--- src/rtl/led_wave_pwm.sv ---
// LED chaser: a PWM-dimmed head steps across the LED bank, with an optional tail over a dim background.
// Direction comes from debounced active-low buttons; travel either wraps or bounces at the ends.
module led_wave_pwm #(
   parameter int unsigned N_LED         = 10,
   parameter int unsigned PWM_BITS      = 4,
   parameter int unsigned PWM_DIV       = 31250,
   parameter int unsigned STEP_DIV_SLOW = 12500000,
   parameter int unsigned STEP_DIV_FAST = 6250000,
   parameter int unsigned DEB_CYCLES    = 500000,
   parameter int unsigned DUTY_HEAD     = 14,
   parameter int unsigned DUTY_TAIL     = 6,
   parameter int unsigned DUTY_BG       = 1,
   parameter int unsigned TAIL_LEN      = 2
) (
   input  logic                       Clk,
   input  logic                       Rst,
   input  logic                       Left,
   input  logic                       Right,
   input  logic                       Sw,
   input  logic                       Mode,
   output logic [N_LED-1:0]           Led,
   output logic [$clog2(N_LED)-1:0]   Pos,
   output logic [1:0]                 Dir
);

   localparam int unsigned PW       = $clog2(N_LED);
   localparam int unsigned DW       = $clog2(DEB_CYCLES + 1);
   localparam int unsigned STEP_MAX = (STEP_DIV_SLOW > STEP_DIV_FAST) ? STEP_DIV_SLOW : STEP_DIV_FAST;
   localparam int unsigned TW       = $clog2(STEP_MAX + 1);
   localparam int unsigned PDW      = $clog2(PWM_DIV + 1);
   localparam int unsigned DTW      = PWM_BITS + 1;

   localparam logic [PW-1:0]  POS_LAST  = PW'(N_LED - 1);
   localparam logic [PW-1:0]  POS_PRE   = PW'(N_LED - 2);
   localparam logic [PW-1:0]  POS_ONE   = PW'(1);
   localparam logic [DW-1:0]  DEB_LAST  = DW'(DEB_CYCLES - 1);
   localparam logic [TW-1:0]  T_LAST_SL = TW'(STEP_DIV_SLOW - 1);
   localparam logic [TW-1:0]  T_LAST_FA = TW'(STEP_DIV_FAST - 1);
   localparam logic [PDW-1:0] PRE_LAST  = PDW'(PWM_DIV - 1);
   localparam logic [DTW-1:0] D_HEAD    = DTW'(DUTY_HEAD);
   localparam logic [DTW-1:0] D_TAIL    = DTW'(DUTY_TAIL);
   localparam logic [DTW-1:0] D_BG      = DTW'(DUTY_BG);

   typedef enum logic [1:0] {
      ST_IDLE = 2'b00,
      ST_UP   = 2'b10,
      ST_DOWN = 2'b01
   } state_t;

   // Button index 0 = Left, 1 = Right
   logic [1:0]          btn_s1_q, btn_s1_d;
   logic [1:0]          btn_s2_q, btn_s2_d;
   logic [1:0]          btn_acc_q, btn_acc_d;
   logic [1:0]          press_q, press_d;
   logic [1:0][DW-1:0]  deb_cnt_q, deb_cnt_d;

   logic                sw_q, sw_d;
   logic [TW-1:0]       step_cnt_q, step_cnt_d;
   logic                sw_chg, tick;
   logic [TW-1:0]       t_last;

   state_t              state_q, state_d;
   logic [PW-1:0]       pos_q, pos_d;

   logic [PDW-1:0]      pre_q, pre_d;
   logic [PWM_BITS-1:0] slot_q, slot_d;
   logic                pre_wrap;

   logic [N_LED-1:0]    led_q, led_d;
   logic [DTW-1:0]      duty;
   int unsigned         p, d;

   always_comb begin
      btn_s1_d  = {Right, Left};
      btn_s2_d  = btn_s1_q;
      btn_acc_d = btn_acc_q;
      deb_cnt_d = deb_cnt_q;
      press_d   = '0;
      for (int unsigned b = 0; b < 2; b++) begin
         if (btn_s2_q[b] == btn_acc_q[b]) begin
            deb_cnt_d[b] = '0;
         end else if (deb_cnt_q[b] == DEB_LAST) begin
            btn_acc_d[b] = btn_s2_q[b];
            deb_cnt_d[b] = '0;
            press_d[b]   = ~btn_s2_q[b];
         end else begin
            deb_cnt_d[b] = deb_cnt_q[b] + 1'b1;
         end
      end
   end

   // A sampled speed change restarts the period without producing a tick
   always_comb begin
      sw_d       = Sw;
      sw_chg     = (Sw != sw_q);
      t_last     = sw_q ? T_LAST_FA : T_LAST_SL;
      tick       = !sw_chg && (step_cnt_q == t_last);
      step_cnt_d = (sw_chg || tick) ? '0 : step_cnt_q + 1'b1;
   end

   // Movement uses the pre-press state; a same-cycle press then overrides the next state
   always_comb begin
      state_d = state_q;
      pos_d   = pos_q;
      if (tick) begin
         case (state_q)
            ST_UP: begin
               if (pos_q == POS_LAST) begin
                  if (Mode) begin
                     state_d = ST_DOWN;
                     pos_d   = POS_PRE;
                  end else begin
                     pos_d = '0;
                  end
               end else begin
                  pos_d = pos_q + 1'b1;
               end
            end
            ST_DOWN: begin
               if (pos_q == '0) begin
                  if (Mode) begin
                     state_d = ST_UP;
                     pos_d   = POS_ONE;
                  end else begin
                     pos_d = POS_LAST;
                  end
               end else begin
                  pos_d = pos_q - 1'b1;
               end
            end
            default: ;
         endcase
      end
      if (press_q[0] && !press_q[1] && state_q != ST_UP) begin
         state_d = ST_UP;
      end else if (press_q[1] && !press_q[0] && state_q != ST_DOWN) begin
         state_d = ST_DOWN;
      end
   end

   always_comb begin
      pre_wrap = (pre_q == PRE_LAST);
      pre_d    = pre_wrap ? '0 : pre_q + 1'b1;
      slot_d   = pre_wrap ? slot_q + 1'b1 : slot_q;
   end

   // d is the distance behind the head along the travel direction
   always_comb begin
      led_d = '0;
      duty  = D_BG;
      p     = 32'(pos_q);
      d     = 0;
      for (int unsigned i = 0; i < N_LED; i++) begin
         duty = D_BG;
         d    = 0;
         if (i == p) begin
            duty = D_HEAD;
         end else if (state_q == ST_UP) begin
            d = (p >= i) ? (p - i) : (p + N_LED - i);
            if (d <= TAIL_LEN && (!Mode || p > i)) duty = D_TAIL;
         end else if (state_q == ST_DOWN) begin
            d = (i >= p) ? (i - p) : (i + N_LED - p);
            if (d <= TAIL_LEN && (!Mode || i > p)) duty = D_TAIL;
         end
         led_d[i] = ({1'b0, slot_q} < duty);
      end
   end

   always_ff @(posedge Clk) begin
      if (Rst) begin
         btn_s1_q   <= '1;
         btn_s2_q   <= '1;
         btn_acc_q  <= '1;
         press_q    <= '0;
         deb_cnt_q  <= '0;
         sw_q       <= 1'b0;
         step_cnt_q <= '0;
         state_q    <= ST_IDLE;
         pos_q      <= '0;
         pre_q      <= '0;
         slot_q     <= '0;
         led_q      <= '0;
      end else begin
         btn_s1_q   <= btn_s1_d;
         btn_s2_q   <= btn_s2_d;
         btn_acc_q  <= btn_acc_d;
         press_q    <= press_d;
         deb_cnt_q  <= deb_cnt_d;
         sw_q       <= sw_d;
         step_cnt_q <= step_cnt_d;
         state_q    <= state_d;
         pos_q      <= pos_d;
         pre_q      <= pre_d;
         slot_q     <= slot_d;
         led_q      <= led_d;
      end
   end

   assign Led = led_q;
   assign Pos = pos_q;
   assign Dir = state_q;

endmodule

--- config.mk ---
export PLATFORM = sky130hd
export DESIGN_NAME = led_wave_pwm
export DESIGN_NICKNAME = d
export VERILOG_FILES = /design/src/rtl/led_wave_pwm.sv
export SDC_FILE = /design/constraint.sdc
export NUM_CORES = 1
export LEC_CHECK = 0
export ABC_AREA = 1
export CAP_MARGIN = 20
export CORE_ASPECT_RATIO = 2
export CORE_UTILIZATION = 30
export CTS_CLUSTER_SIZE = 25
export DETAILED_ROUTE_END_ITERATION = 6
export MAX_ROUTING_LAYER = met4
export SYNTH_ARGS = -nofsm -noshare
export SYNTH_HDL_FRONTEND = slang
export SYNTH_SLANG_ARGS = --single-unit
--- constraint.sdc ---
create_clock -name Clk -period 5.4 [get_ports Clk]
set_input_delay 1.08 -clock Clk [delete_from_list [all_inputs] [get_ports Clk]]
set_output_delay 1.08 -clock Clk [all_outputs]
set_load 0.01 [all_outputs]
==> results.cfg <==
[placement]
dp.cells = 1515
portBuffers = 21
place.gp.congestion = 0.969
dp_hpwl_um = 18600

[power]
powerDensity_nw_per_um2 = 187
ir_drop_v = 0.000109
power_leakage_nw = 3.59

[yosys]
synth_top_area_share_pct = 27.4
synth_simple_gate_area_share_pct = 37.7
synth_nets = 1254
syn_avg_cell_area_sq_um = 6.59
ys_warn_count = 0
synth_top_family_by_area = simple AND/OR/NAND/NOR gates
synth_fa_ha_area_share_pct = 11.5
synth-main-ff-cell = dfxtp_1
synth_seq_area_share_pct = 27.4
synth.distinct_cells = 44
synth-seq-cells = 106
synthCells = 1177
yosys.area.top_type = dfxtp_1
mappedNetlistArea_sq_um = 7750
synth-xor-area-share_pct = 3.62
synthTopCellsByArea = dfxtp_1, nand2_1, ha_1
synth.area.mux_share_pct = 0
async_flop_share_pct = 0
synth_compound_area_share_pct = 10.5
synth_enable_flop_cells = 0

[timing]
setup_tns_ns = 0
relSlewSlack_pct = 34.5
rsz0062_at_grt = false
fmax_mhz = 252
hold_viol = 0
worst_pin_slew_ns = 0.979
finClkSkew_ns = 0.0125
hold_ws_ns = 0.418
setup_viol = 0
final_max_slew_viol_count = 0
period_share_pct = 73.6
layout_min_cycle_time_ns = 3.98

[worst_setup_path]
path_class = flop to flop
endpoint_kind = flop
r2r_setup_slack_ns = 1.42
r2r-start = Pos[1]
r2r_end = Led[2]
required_ns = 5.71
arrival_ns = 4.28
path_max_fanout = 14
ff2ff_path_depth = 20
setup.worst_path.start_class = flop

[global_route]
antenna_found_initial = 0
grt-ovfl-total = 0
grt_usage_pct = 19.5
first_global_vias = 7728
grt_pass1_wl_um = 39000
grt_max_degree = 27

[route]
drc = 0
wire_per_inst_um = 15.7
drt_first_pass_iters = 5
drt_iter0_markers = 406
finalWirelength_um = 24100
ant_nets = 0
vias_per_cell = 5.08
num_vias = 7780

[hold_path]
min_from = btn_s1_q[0]
hold_class = flop to flop
worst_hold_path.num_cells = 1
hold_end = btn_s2_q[0]

[flow_run]
maxCapViolCount = 0

[floorplanning]
die_x_um = 116
ios = 22
start_util_pct = 30.7
core-area_sq_um = 25200
std_cell_rows = 82
fp.dieArea_sq_um = 26500
die_h_um = 229

[clock_tree]
cts_tree = yes
clk_latency_ns = 0.37
post_cts_resized = 0
post-cts-setup-buffers = 0
cts_buffers = 9
clkTransAtPathRegs_ns = 0.08
cts-root-buf = clkbuf_16
ctsHoldBuffers = 0
clock-sinks = 106
htree_levels = 3
clock_path_buffers = 2

[final_layout]
nNetsFinal = 1267
antenna-diode-count = 0
layout.cells.non_filler = 1531
final_common_cell = nand2_1
drive_gt1_share_pct = 5.02
area_delta_synth_final_pct = 11.5
layout_common_cells = nand2_1, inv_1, nor2_1, dfxtp_1, nand3_1

[outcome]
status = finished clean
where the power goes:
part           leakage (nW)  switching, W  total [W]  internal [W]
combinational          2.57     0.0000320  0.0000524     0.0000204
sequential            0.860    0.00000688   0.000797      0.000790
clock                 0.163      0.000346   0.000765      0.000419
total                  3.59      0.000385    0.00161       0.00123
critical path: stages (launching register included):
cell and delay [ns]:
dfxtp_1 0.69, ha_1 0.35, inv_1 0.09, ha_1 0.60, inv_1 0.21, nor2_1 0.21
inv_1 0.10, a21oi_1 0.13, ha_1 0.24, nand2_1 0.07, nor3_1 0.04, nand4_1 0.09
nand2_1 0.06, a21boi_0 0.20, and2_1 0.18, ha_1 0.24, nand2_1 0.07, inv_1 0.03
o21ai_0 0.13, nand2_1 0.07, a21oi_1 0.11
kinds of logic after synthesis:
family                   after synthesis
AND/OR/NAND/NOR                      630
XOR/XNOR                              32
flip-flops                           106
adder cells (fa/ha/maj)               71
buffers and inverters                187
AO/OA/AOI/OAI                        151
per-stage QoR:
step	setup WS, ns	utilization, %	total power [W]	cell area, sq um
6_report	1.42	34.2	0.00161	8640
5_1_grt	0.918	34.2	0.00166	8640
4_1_cts	1.45	34.2	0.00164	8640
3_5_place_dp	1.49	32.9	0.000869	8310
3_3_place_gp	1.58	32.9	0.000868	8310
2_1_floorplan	2.19	-	0.000844	7750
Yosys cell counts, types with 4 or more instances:
master	count
nor4_1	8
xor2_1	27
or2_2	9
dfxtp_1	106
nor2_2	5
clkbuf_1	8
and3_1	11
ha_1	71
nand3b_1	9
buf_2	16
nand3_1	89
nor3_2	4
o21ai_1	10
nand4_1	42
o21a_1	4
a31oi_1	6
o21ai_0	39
nand2_1	248
o22ai_1	4
nor2_1	132
a21oi_1	77
xnor2_1	5
nor3_1	46
inv_1	155
inv_2	8
nor3b_1	8
how the worst max path moves through the flow:
stage / from / to / slack, ns / cells after the start
2_1_floorplan: Pos[3] / Led[2] / 2.19 / 21
4_1_cts: Pos[1] / Led[1] / 1.45 / 19
5_1_grt: Pos[1] / Led[2] / 0.92 / 20
3_5_place_dp: Pos[1] / Led[1] / 1.49 / 19
3_3_place_gp: Pos[1] / Led[2] / 1.58 / 20
6_report: Pos[1] / Led[2] / 1.42 / 20
routing by layer:
layer	vias to the layer above	GRT usage [%]	share of wire [%]
li1	3909	-	-
met1	3613	18.9	37
met2	175	35.3	53
met3	83	2.43	3.1
met4	0	13.2	6.8
met5	-	-	0
sequential cells by signal (all words and copies together), names as in the netlist:
signal      flops
step_cnt_q     24
deb_cnt_q      38
Dir             2
slot_q          4
press_q         2
btn_s1_q        2
Pos             4
btn_s2_q        2
sw_q            1
btn_acc_q       2
Led            10
pre_q          15
final cells by class:
class / count / area [sq um]
Fill cell: 2786 / 16600
Tap cell: 336 / 420
Inverter: 163 / 612
Multi-Input combinational cell: 884 / 4910
Sequential cell: 106 / 2120
Clock buffer: 10 / 229
Timing Repair Buffer: 26 / 248
Clock inverter: 6 / 103
Note: power is estimated with default switching activity, not from simulation.
==> variant, RTL diff (same flow settings) <==
Register the output `Led` once more, cleared by the reset; this adds one clock of latency there. The other outputs are not delayed to match.
--- a/src/rtl/led_wave_pwm.sv
+++ b/src/rtl/led_wave_pwm.sv
@@ -196,7 +196,13 @@
       end
    end
 
-   assign Led = led_q;
+   always_ff @(posedge Clk) begin
+      if (Rst) begin
+         Led <= '0;
+      end else begin
+         Led <= led_q;
+      end
+   end
    assign Pos = pos_q;
    assign Dir = state_q;
 
Formal check against the unedited RTL: not equivalent (a bounded check fails within 4 cycles, from zero or initial values and one cycle with Rst high).
==> variant against the original RTL <==
  * Fmax shrank 0.44%
  * Sequential share of layout area grew 0.77 points
  * Wire length grew 4.4%
  * Sequential cell count grew 10
  * Worst setup slack lost 18 ps
  * Critical path depth grew 1
  * Final cell count grew 1.8%
  * Power grew 33%
  * Synthesized area grew 2.9%
  * Die area grew 2.8%
  * Clock power grew 58%
  * Count of clock-buffer cells in the layout grew 8
  * Cell area grew 6.1%
  * Critical path type unchanged
==> variant: results (changes against the original RTL) <==
metric	value	unit	change
synth.area.top_cells	dfxtp_1, nand2_1, ha_1		
wl_met1	8080	µm	-8.6%
endpoint	led_q[1]		
hpwlAfterDp	20100	µm	+7.8%
skew	9.43	ps	-3.07 ps
finalPower	2.14	mW	+33%
wl_met2	14200	µm	+10%
wire_per_inst	16.1	µm	+2.6%
ys_types	47		+6.8%
htree_levels	4		+1
met3_length	758	µm	+3.1%
pg_clk	1.21	mW	+58%
holdPathStages	2		+1
vias_per_cell	5.06		-0.42%
grt_pass1_vias	7897		+2.2%
min_to	Led[9]		
grt_use_total	20.1	%	+0.58 points
place_congestion	1.04		+7.6%
postSynthCellCount	1181		+0.34%
whs	395	ps	-23.5 ps
status	complete, no violations		
grt_pass1_wl	39600	µm	+1.7%
grt_start_max_net_pins	34		+26%
crit_start	Pos[3]		
drive_above_1_share	7.33	%	+2.3 points
hold_start	led_q[9]		
dr.first_iter.drc_count	428		+5.4%
dpl-instance-area	8540	µm²	+2.8%
grtUsageMet3	3.67	%	+1.2 points
placedCellCount	1526		+0.73%
-- variant: worst max-delay path, stage by stage, from the launching register on --
cell and delay (ps):
dfxtp_1 310, buf_4 240, inv_1 390, ha_1 670, inv_2 190, nor2_1 220, inv_1 120, a21oi_1 220
ha_1 270, inv_1 50, nor2_1 40, nand4_1 60, nor2_1 60, nand3_1 100, nand2_1 80, a21oi_1 200
ha_1 280, nand2_1 70, inv_1 30, o21ai_0 130, nand2_1 70, a21oi_1 110
-- variant: cell families (layout without fill, tap and decap cells) --
logic type	count (synthesis)	count (layout)	share of synthesized area [%]
DFF	116	116	29.1
AOI/OAI and AO/OA	168	168	11.4
adders and majority gates	71	71	11.1
and+or+nand+nor	612	612	36.1
xor gates and xnor gates	29	29	3.19
buffers and inverters	185	218	9.04
-- variant: layout make-up --
type	instances	area, µm²
clock buffers	18	429
well taps	344	430
clock inverters	14	199
flip-flops and latches	116	2320
inverters	157	589
fillers	2800	17000
multi-input cells	880	4930
repair buffers	29	270
